**config.mk**
```make
export PLATFORM = sky130hd
export DESIGN_NAME = mmio_store_port
export DESIGN_NICKNAME = d
export VERILOG_FILES = /design/src/rtl/mmio_pkg.sv /design/src/rtl/sync_fifo.sv /design/src/rtl/mmio_store_port.sv
export SDC_FILE = /design/constraint.sdc
export NUM_CORES = 1
export LEC_CHECK = 0
export CORE_MARGIN = 1
export CORE_UTILIZATION = 50
export DETAILED_ROUTE_END_ITERATION = 10
export PLACE_DENSITY = 0.78
export RECOVER_POWER = 100
export SLEW_MARGIN = 20
export SYNTH_ARGS = -nofsm -noshare
export SYNTH_HDL_FRONTEND = slang
export SYNTH_HIERARCHICAL = 1
export SYNTH_SLANG_ARGS = --single-unit
```
**constraint.sdc**
```tcl
create_clock -name clk -period 5.42 [get_ports clk]
set_input_delay 1.084 -clock clk [delete_from_list [all_inputs] [get_ports clk]]
set_output_delay 1.084 -clock clk [all_outputs]
set_load 0.02 [all_outputs]
```
**src/rtl/mmio_pkg.sv**
```systemverilog
// Shared address map, status-word layout and control bits for the MMIO store port.
package mmio_pkg;

    localparam logic [31:0] DATA_OFS   = 32'd0;
    localparam logic [31:0] STATUS_OFS = 32'd4;
    localparam logic [31:0] CTRL_OFS   = 32'd8;

    localparam int OVF_BIT   = 31;
    localparam int EMPTY_BIT = 9;
    localparam int FULL_BIT  = 8;
    localparam int CNT_LSB   = 0;
    localparam int CNT_W     = 8;

    localparam int CLR_OVF_BIT = 0;

    function automatic logic [31:0] makeStatus(input logic ovf, input logic empty,
                                               input logic full, input logic [CNT_W-1:0] cnt);
        logic [31:0] word;
        word = '0;
        word[OVF_BIT] = ovf;
        word[EMPTY_BIT] = empty;
        word[FULL_BIT] = full;
        word[CNT_LSB +: CNT_W] = cnt;
        return word;
    endfunction

endpackage

```
**src/rtl/sync_fifo.sv**
```systemverilog
// Synchronous FIFO that never back-pressures: a push while full without a
// simultaneous pop is dropped and reported, leaving stored entries untouched.
module sync_fifo #(
    parameter int WIDTH = 32,
    parameter int DEPTH = 4
) (
    input  logic                     clk,
    input  logic                     reset,
    input  logic                     push,
    input  logic                     pop,
    input  logic [WIDTH-1:0]         pushData,
    output logic [WIDTH-1:0]         headData,
    output logic                     full,
    output logic                     empty,
    output logic [$clog2(DEPTH):0]   count,
    output logic                     dropped
);

    localparam int PTR_W = $clog2(DEPTH);

    logic [WIDTH-1:0] mem [DEPTH];
    logic [PTR_W-1:0] wrPtrReg;
    logic [PTR_W-1:0] rdPtrReg;
    logic [PTR_W:0]   countReg;
    logic             doPop;
    logic             doPush;

    assign empty   = (countReg == '0);
    assign full    = (countReg == (PTR_W+1)'(DEPTH));
    assign count   = countReg;
    // A pop frees the slot in the same edge, so a full FIFO still accepts then.
    assign doPop   = pop & ~empty;
    assign doPush  = push & (~full | doPop);
    assign dropped = push & full & ~doPop;

    assign headData = empty ? '0 : mem[rdPtrReg];

    always_ff @(posedge clk or posedge reset) begin
        if (reset) begin
            for (int i = 0; i < DEPTH; i++) begin
                mem[i] <= '0;
            end
        end else if (doPush) begin
            mem[wrPtrReg] <= pushData;
        end
    end

    always_ff @(posedge clk or posedge reset) begin
        if (reset) begin
            wrPtrReg <= '0;
            rdPtrReg <= '0;
            countReg <= '0;
        end else begin
            if (doPush) begin
                wrPtrReg <= wrPtrReg + PTR_W'(1);
            end
            if (doPop) begin
                rdPtrReg <= rdPtrReg + PTR_W'(1);
            end
            case ({doPush, doPop})
                2'b10:   countReg <= countReg + (PTR_W+1)'(1);
                2'b01:   countReg <= countReg - (PTR_W+1)'(1);
                default: countReg <= countReg;
            endcase
        end
    end

endmodule

```
**src/rtl/mmio_store_port.sv**
```systemverilog
// Store-bus responder: queues word stores to BASE_ADDR for a valid/ready consumer,
// with a sticky overflow flag, a readable status word and a write-to-clear control word.
module mmio_store_port
    import mmio_pkg::*;
#(
    parameter logic [31:0] BASE_ADDR = 32'd128,
    parameter int          DEPTH     = 4
) (
    input  logic        clk,
    input  logic        reset,
    input  logic        MemWrite,
    input  logic [31:0] DataAdr,
    input  logic [31:0] WriteData,
    output logic [31:0] ReadData,
    output logic        OutValid,
    output logic [31:0] OutData,
    input  logic        OutReady,
    output logic        Overflow
);

    localparam logic [31:0] DATA_ADDR   = BASE_ADDR + DATA_OFS;
    localparam logic [31:0] STATUS_ADDR = BASE_ADDR + STATUS_OFS;
    localparam logic [31:0] CTRL_ADDR   = BASE_ADDR + CTRL_OFS;

    logic                   pushReq;
    logic                   clrReq;
    logic                   fifoFull;
    logic                   fifoEmpty;
    logic                   fifoDropped;
    logic [$clog2(DEPTH):0] fifoCount;
    logic                   overflowReg;

    assign pushReq = MemWrite & (DataAdr == DATA_ADDR);
    assign clrReq  = MemWrite & (DataAdr == CTRL_ADDR) & WriteData[CLR_OVF_BIT];

    sync_fifo #(
        .WIDTH(32),
        .DEPTH(DEPTH)
    ) fifo (
        .clk     (clk),
        .reset   (reset),
        .push    (pushReq),
        .pop     (OutReady),
        .pushData(WriteData),
        .headData(OutData),
        .full    (fifoFull),
        .empty   (fifoEmpty),
        .count   (fifoCount),
        .dropped (fifoDropped)
    );

    assign OutValid = ~fifoEmpty;
    assign Overflow = overflowReg;

    // Setting takes priority so a drop is never hidden by a concurrent clear.
    always_ff @(posedge clk or posedge reset) begin
        if (reset) begin
            overflowReg <= 1'b0;
        end else if (fifoDropped) begin
            overflowReg <= 1'b1;
        end else if (clrReq) begin
            overflowReg <= 1'b0;
        end
    end

    always_comb begin
        ReadData = '0;
        if (DataAdr == STATUS_ADDR) begin
            ReadData = makeStatus(overflowReg, fifoEmpty, fifoFull, CNT_W'(fifoCount));
        end
    end

endmodule

```
==> qor.csv <==
metric,value,unit
later-pin clock latency in the skew report,420,ps
Critical Path Fanout Max,6,
Tightest Pin Transition,2810,ps
# diodes,0,
Tmin final,4780,ps
relative slew slack,-87.5,%
mux share of post-synthesis cell area,33.1,%
Leak Pwr,4.09,nW
global route overflow,0,
Die ar.,13700,um2
"Req. time, crit path",4340,ps
Compound-Gate Fraction of Synth Area,0.152,%
fin area,8330,um2
placed wire-length estimate,8710,um
final hold violation count,0,
GPL Wtd Cong,0.750,
Synth Area in Simple Gates,6.86,%
largest net degree at the start of global routing,76,
clk buf depth,2,
critical path launch point type,input pin,
fillers,923,
Nets,623,
Worst setup EP type,primary output,
Die Span X,117,um
"EDFF count, synth",0,
fin. max-slew vios,76,
Synth-to-Final Area Change,26.1,%
Ports,134,
final setup violating endpoints,0,
Pwr per Cell Area,335,nW/um2
ANT nets after route,0,
post-CTS sizing,0,
CTS tree,yes,
Post-synth top cells,"dfrtp_1 (136), mux2_2 (129), mux4_2 (32), buf_4 (28), nor2b_1 (23)",
max cap viols,1,
Initial Utilization,51.7,%
combinational family with the most area after synthesis,multiplexers,
Gate Count Post-Synth,438,
clk_skew,6.43,ps
clk sinks,136,
Initial DRC Count,213,
Cell variety after synth,32,
Final Cycle Share,88.3,%
fin worst setup slack,635,ps
vias per cell,5.35,
Post-Synth Adder-Cell Area,1.25,%
Wirelength per Cell,18.5,um
syn avg cell area,15.1,um2
Worst Hold Class,reg -> reg,
Critical Path AT,3700,ps
Post-CTS Hold Fix Bufs,0,
synth top area cells,"dfrtp_1 (52%), mux2_2 (22%), mux4_2 (11%), buf_4 (3.2%), nor2b_1 (2.2%)",
cell with the most instances after synthesis,dfrtp_1,
Max VDD drop,0.236,mV
post-synthesis sequential area ratio,51.5,%
layout cell share with drive strength beyond 1,36.5,%
Hold Path Depth,1,
DP Area,7720,um2
initial antenna violation count,0,
Synth area leader,dfrtp_1,
detailed-route via count,3929,
Reg2Reg Setup Slack,2600,ps
CTS Root Cell,clkbuf_16,
RSZ-0062 raised after global routing,no,
total core area,12800,um2
cts bufs inserted,17,
Post-Route WL,13600,um
number of synthesized register bits,136,
number of global-route vias before repair,4378,
post-route DRC violation count,0,
final setup TNS,0,ps
outcome,"complete, but fails checks",
Global Route Usage Sum,22.4,%
"CTS clk-pin slew, worst paths",60,ps
final hold slack,502,ps
YS warnings,6,
r2r worst-path depth,9,
dpl ws,1040,ps
DR pass1 iterations,4,
Port Buffer Count,107,
Async SR Flop Fraction,100,%
xor and xnor area share after synthesis,0.796,%
Yosys top cell area share,51.5,%
# Post-CTS Setup Buffers,0,
"Top FF cell, synth",dfrtp_1,
CTS H-tree lvls,4,
Crit Path Class,in -> out,
die height,117,um
cell row count,41,
failing checks,"capacitance limit, slew limit",
first-pass GRT wire length,22600,um
fmax,209,MHz
"Cell Area, Synth",6600,um2
==> layer usage <==
metal / up-vias / track usage [%] / wire length [um]
met5: - / 0 / 0
met1: 2051 / 27.4 / 5650
met4: 0 / 8.95 / 260
li1: 1745 / - / -
met2: 109 / 38.3 / 7120
met3: 24 / 5.56 / 527
==> power breakdown <==
group / switching, mW / leakage [nW] / internal, mW
Sequential: 0.124 / 1.89 / 1.04
Combinational: 0.159 / 1.88 / 0.191
Clock: 0.428 / 0.318 / 0.851
==> kinds of logic after synthesis <==
group / after synthesis
multiplexers: 162
flip-flops: 136
AND/OR/NAND/NOR: 69
buffers and inverters: 57
adder cells (fa/ha/maj): 6
XOR/XNOR: 6
other: 1
AO/OA/AOI/OAI: 1
==> final cells by class <==
type	instances	area [um2]	area share, %
multi-input combinational	270	2880	34.6
sequential	136	3400	40.9
timing repair buffer	116	1130	13.6
inverter	8	30.0	0.361
clock inverter	12	196	2.36
clock buffer	20	467	5.60
tap	172	215	2.58
==> state kept, by name, indices dropped and copies added, names as in the netlist <==
register	count
fifo/rdPtrReg	2
fifo/mem	128
fifo/count	3
Overflow	1
fifo/wrPtrReg	2
==> critical path, cell delays in order <==
cell	delay [ps]
dlygate4sd3_1	570
nor4_1	350
nand4_1	160
nor4b_1	640
and2_1	210
dlygate4sd3_1	680
==> worst paths after layout <==
| path | from | endpoint |
|---|---|---|
| setup / recovery | DataAdr[17] | ReadData[31] |
| min in group asynchronous | reset | Overflow |
| setup reg to reg | fifo/count[0] | fifo/count[2] |
| max in group asynchronous | reset | fifo/mem[102] |
| hold reg to reg | fifo/mem[68] | fifo/mem[68] |
| hold / removal | fifo/mem[68] | fifo/mem[68] |
==> metrics by stage <==
stage          util (%)  power [mW]  instances
2_1_floorplan         -        1.41        463
3_3_place_gp       60.4        1.54        702
3_5_place_dp       60.4        1.55        702
4_1_cts            65.6        2.83        734
5_1_grt            65.2        2.91        734
6_report           65.2        2.79        734
==> cells in the final DEF, fill, tap and decap left out, types with 2 or more instances in the layout <==
| master | n |
|---|---|
| clkinv_2 | 3 |
| bufinv_16 | 5 |
| clkbuf_8 | 3 |
| dfrtp_1 | 135 |
| inv_1 | 8 |
| clkdlybuf4s50_1 | 67 |
| nand4_1 | 2 |
| xor2_1 | 4 |
| clkinvlp_4 | 3 |
| nor4_1 | 6 |
| mux2_2 | 129 |
| clkbuf_2 | 5 |
| nor2b_1 | 23 |
| dlygate4sd3_1 | 40 |
| and2_1 | 6 |
| nor2_1 | 6 |
| clkbuf_16 | 17 |
| nand2_1 | 5 |
| and2b_1 | 10 |
| conb_1 | 26 |
| mux4_2 | 32 |
| nor4b_1 | 2 |
| ha_1 | 5 |
| xnor2_1 | 2 |
| buf_4 | 2 |
Note: power is estimated with default switching activity, not from simulation.
==> RTL edit 1 (config.mk and constraints unchanged) <==
Register the output `Overflow` once more, with the module's reset; this adds one clock of latency there. The other outputs are not delayed to match.
--- a/src/rtl/mmio_store_port.sv
+++ b/src/rtl/mmio_store_port.sv
@@ -50,7 +50,13 @@
     );
 
     assign OutValid = ~fifoEmpty;
-    assign Overflow = overflowReg;
+    always_ff @(posedge clk or posedge reset) begin
+        if (reset) begin
+            Overflow <= '0;
+        end else begin
+            Overflow <= overflowReg;
+        end
+    end
 
     // Setting takes priority so a drop is never hidden by a concurrent clear.
     always_ff @(posedge clk or posedge reset) begin
Formal check against the unedited RTL: not equivalent (a bounded check fails within 10 cycles, from zero or initial values and one cycle with reset high).
==> RTL edit 1 against the original RTL <==
The run still ends with capacitance limit, slew limit left. Setup slack better by 0.072 ns. First-iteration DRC count is 3.8% lower. Design area is 0.29% higher. Synthesized area is 0.38% higher. Fmax is 1.5% higher. Power is 2.8% lower. Wire length hardly changed. Sequential cell count is 1 higher. Largest cell class unchanged. Highest routed layer unchanged.
==> RTL edit 1: results (changes against the original RTL) <==
set qor(timing.critical_path.to) {ReadData[0]}
set qor(rrSetupSlack_ns) 2.40 ;# -0.20 ns
set qor(gp_routability_congestion) 0.868 ;# +16%
set qor(grt_first_pass_wirelength_mm) 22.0 ;# -2.6%
set qor(signal_buffer_area_fraction_pct) 14.1 ;# +0.52 points
set qor(drtIter0Drc) 205 ;# -3.8%
set qor(n_all_buffers) 115 ;# -0.86%
set qor(peakVddDrop_mv) 0.240 ;# +1.6%
set qor(ys_top_cells_by_count) {sky130_fd_sc_hd__dfrtp_1 (137), sky130_fd_sc_hd__mux2_2 (129), sky130_fd_sc_hd__mux4_2 (32)}
set qor(violations_in_the_final_reports) {capacitance limit, slew limit}
set qor(wl_mm) 13.6 ;# about the same
set qor(crit_path_start) {DataAdr[18]}
set qor(vias) 3850 ;# -2.0%
set qor(synth-compound-area-share_pct) 0.151 ;# -0.00057 points
set qor(holdCritStartpoint) {overflowReg}
set qor(detailedPlace.worstSlack_ns) 1.05 ;# +0.00939 ns
set qor(dpl_cell_area_sq_um) 7780 ;# +0.75%
set qor(post_synth.cell_area_avg_sq_um) 15.1 ;# +0.15%
set qor(synth_adder_area_share_pct) 1.25 ;# -0.0047 points
set qor(timing.max_slew.rel_slack_pct) -41.0 ;# +47 points
set qor(area.share.sequential_pct) 41.1 ;# +0.23 points
set qor(final-max-slew-violation-count) 101 ;# +33%
set qor(max_cap_violations) 1 ;# unchanged
set qor(post_synth_main_area_contributors) {sky130_fd_sc_hd__dfrtp_1 (52%), sky130_fd_sc_hd__mux2_2 (22%), sky130_fd_sc_hd__mux4_2 (11%)}
set qor(hold_path_end) {Overflow}
set qor(maxClockFrequency_mhz) 212 ;# +1.5%
set qor(run_status) {finished, violations left}
set qor(footprint_of_the_multi_input_gates_sq_um) 2870 ;# -0.22%
set qor(power.leakage_nw) 4.09 ;# about the same
set qor(worst_hold_path.num_cells) 0 ;# -1
set qor(timing.hold.ws_ns) 0.439 ;# -0.0624 ns
set qor(fill_cells) 889 ;# -3.7%
set qor(cts.sink_count) 137 ;# +0.74%
set qor(via_count_of_the_first_global_routing_pass) 4198 ;# -4.1%
set qor(track_usage_pct) 22.0 ;# -0.43 points
set qor(detailed_place_hpwl_mm) 8.83 ;# +1.3%
[RTL edit 1: changes by cell type in the layout (fill, tap and decap cells not counted), moves of 2 or more]
cell / change
sky130_fd_sc_hd__buf_12: +3
sky130_fd_sc_hd__buf_4: +2
sky130_fd_sc_hd__bufinv_16: -2
sky130_fd_sc_hd__clkbuf_2: -5
sky130_fd_sc_hd__clkinv_2: +2
[RTL edit 1: power groups by stage]
stage | clock network, W | registers [W] | logic [W]
finish | 0.00118 | 0.00119 | 0.000338
detailed placement | 0 | 0.00121 | 0.000345
CTS | 0.00121 | 0.00120 | 0.000347
global route | 0.00125 | 0.00121 | 0.000364
global placement | 0 | 0.00122 | 0.000339
floorplan | 0 | 0.00108 | 0.000341
[RTL edit 1: layer usage]
| layer | up-vias | track usage (%) | wire length, microns |
|---|---|---|---|
| met2 | 98 | 36.4 | 6850 |
| met3 | 16 | 6.13 | 580 |
| met1 | 1986 | 27.9 | 5950 |
| li1 | 1750 | - | - |
| met4 | 0 | 7.59 | 172 |
| met5 | - | 0 | 0 |
==> RTL edit 2 (same settings) <==
Without the edit above. `DEPTH` is set to 4 in 2 places; all go to 8.
--- a/src/rtl/sync_fifo.sv
+++ b/src/rtl/sync_fifo.sv
@@ -2,7 +2,7 @@
 // simultaneous pop is dropped and reported, leaving stored entries untouched.
 module sync_fifo #(
     parameter int WIDTH = 32,
-    parameter int DEPTH = 4
+    parameter int DEPTH = 8
 ) (
     input  logic                     clk,
     input  logic                     reset,
--- a/src/rtl/mmio_store_port.sv
+++ b/src/rtl/mmio_store_port.sv
@@ -4,7 +4,7 @@
     import mmio_pkg::*;
 #(
     parameter logic [31:0] BASE_ADDR = 32'd128,
-    parameter int          DEPTH     = 4
+    parameter int          DEPTH     = 8
 ) (
     input  logic        clk,
     input  logic        reset,
Function: changed (Yosys sat finds a counterexample within 10 cycles, from zero or initial values and one cycle with reset high).
==> RTL edit 2 against the original RTL <==
Final cell count grew 70%. Sequential power grew 95%. Sequential cell count increased by 131. Largest cell class unchanged. Wire length rose by 92%. Global-route usage shrank 1.2 points. Setup slack worse by 0.16 ns. Count of clock-buffer cells in the layout grew 15. Power up 80%. Design area is 77% higher. The flow still finishes with violations (capacitance limit, slew limit). Synthesized area up 91%.
==> RTL edit 2: results (changes against the original RTL) <==
set qor(gp_routability_congestion) 0.716 ;# -4.5%
set qor(run_status) {finished, violations left}
set qor(synth_xor_area_share_pct) 0.624 ;# -0.17 points
set qor(timing.max_slew.rel_slack_pct) -79.0 ;# +8.5 points
set qor(detailed_place_hpwl_mm) 15.8 ;# +82%
set qor(clkCellAreaFrac_pct) 7.02 ;# -0.95 points
set qor(grt_first_pass_wirelength_mm) 43.2 ;# +92%
set qor(synth_adder_area_share_pct) 0.495 ;# -0.76 points
set qor(timing.critical_path.max_delay_family) {buffers and inverters}
set qor(design.die.area_sq_um) 25900 ;# +90%
set qor(dpl_cell_area_sq_um) 13900 ;# +81%
set qor(final-instance-count-excl-fill) 1251 ;# +70%
set qor(cts-buffers-inserted) 28 ;# +11
set qor(signal_buffer_area_fraction_pct) 8.09 ;# -5.5 points
set qor(post_synth_main_area_contributors) {sky130_fd_sc_hd__dfrtp_1 (53%), sky130_fd_sc_hd__mux2_2 (19%), sky130_fd_sc_hd__mux4_2 (11%)}
set qor(synth.lib_cells_used.distinct) 38 ;# +19%
set qor(peakVddDrop_mv) 0.249 ;# +5.4%
set qor(detailedPlace.worstSlack_ns) 0.694 ;# -0.350 ns
set qor(timing.hold.ws_ns) 0.488 ;# -0.0134 ns
set qor(worst_path_max_delay_cell) {sky130_fd_sc_hd__clkbuf_1}
set qor(holdCritStartpoint) {fifo/mem[34]}
set qor(via_count_of_the_first_global_routing_pass) 7710 ;# +76%
set qor(cts.sink_count) 267 ;# +96%
set qor(max_cap_violations) 3 ;# +2
set qor(finalNetCount) 980 ;# +57%
set qor(track_usage_pct) 21.2 ;# -1.2 points
set qor(pwr-share-comb_pct) 13.2 ;# +0.7 points
set qor(synth_sequential_area_ratio_pct) 52.9 ;# +1.3 points
set qor(multi_input_area_share_pct) 36.6 ;# +2.0 points
set qor(insertion_delay_ns) 0.54 ;# +0.12 ns
set qor(power.leakage_nw) 7.37 ;# +80%
set qor(count_of_multi_input_gates) 479 ;# +77%
set qor(critical_path.reg2reg.endpoint) {fifo/mem[197]}
set qor(switching_share_pct) 26.4 ;# +0.94 points
set qor(maxClockFrequency_mhz) 202 ;# -3.2%
set qor(ys_top_cells_by_count) {sky130_fd_sc_hd__dfrtp_1 (267), sky130_fd_sc_hd__mux2_2 (216), sky130_fd_sc_hd__mux4_2 (64)}
set qor(antenna_found_initial) 1 ;# +1
set qor(routedWlPerCell_microns) 20.9 ;# +13%
set qor(final-max-slew-violation-count) 191 ;# +150%
set qor(cts-root-to-sink-buffers) 3 ;# +1
set qor(drtIter0Drc) 243 ;# +14%
set qor(finish.instance_area_sq_um) 14700 ;# +77%
set qor(pg_seq_w) 0.00226 ;# +95%
set qor(number_of_input_and_output_port_buffers_inserted) 108 ;# +0.93%
set qor(violations_in_the_final_reports) {capacitance limit, slew limit}
set qor(n_all_inverters) 4 ;# -4
set qor(syn_inst) 799 ;# +82%
set qor(fill_cells) 1899 ;# +110%
set qor(worst_ep_arrival_time_ns) 3.86 ;# +0.16 ns
RTL edit 2: cell count changes after synthesis, moves of 19 or more:
cell and change:
sky130_fd_sc_hd__buf_4 +19, sky130_fd_sc_hd__dfrtp_1 +131, sky130_fd_sc_hd__mux2_2 +87, sky130_fd_sc_hd__mux2_4 +30
sky130_fd_sc_hd__mux2i_1 +31, sky130_fd_sc_hd__mux4_2 +32, sky130_fd_sc_hd__nor2_1 +30, sky130_fd_sc_hd__nor2b_1 -20
RTL edit 2: metal layers:
metal  part of all wire [%]  track usage, %  vias up
li1                       -               -     3115
met1                     45            30.4     3721
met2                     49            34.4      154
met3                    4.5            3.60       30
met4                    1.5            4.42        2
met5                  0.050               0        -
RTL edit 2: cell families (layout without fill, tap and decap cells):
group           count (synthesis)  after routing
buf+inv                        77            181
mux                           355            355
other cells                     1             25
fa+ha+maj                       5              5
compound gates                  5              5
simple gates                   80             80
flops                         267            267
xor+xnor                        9              9
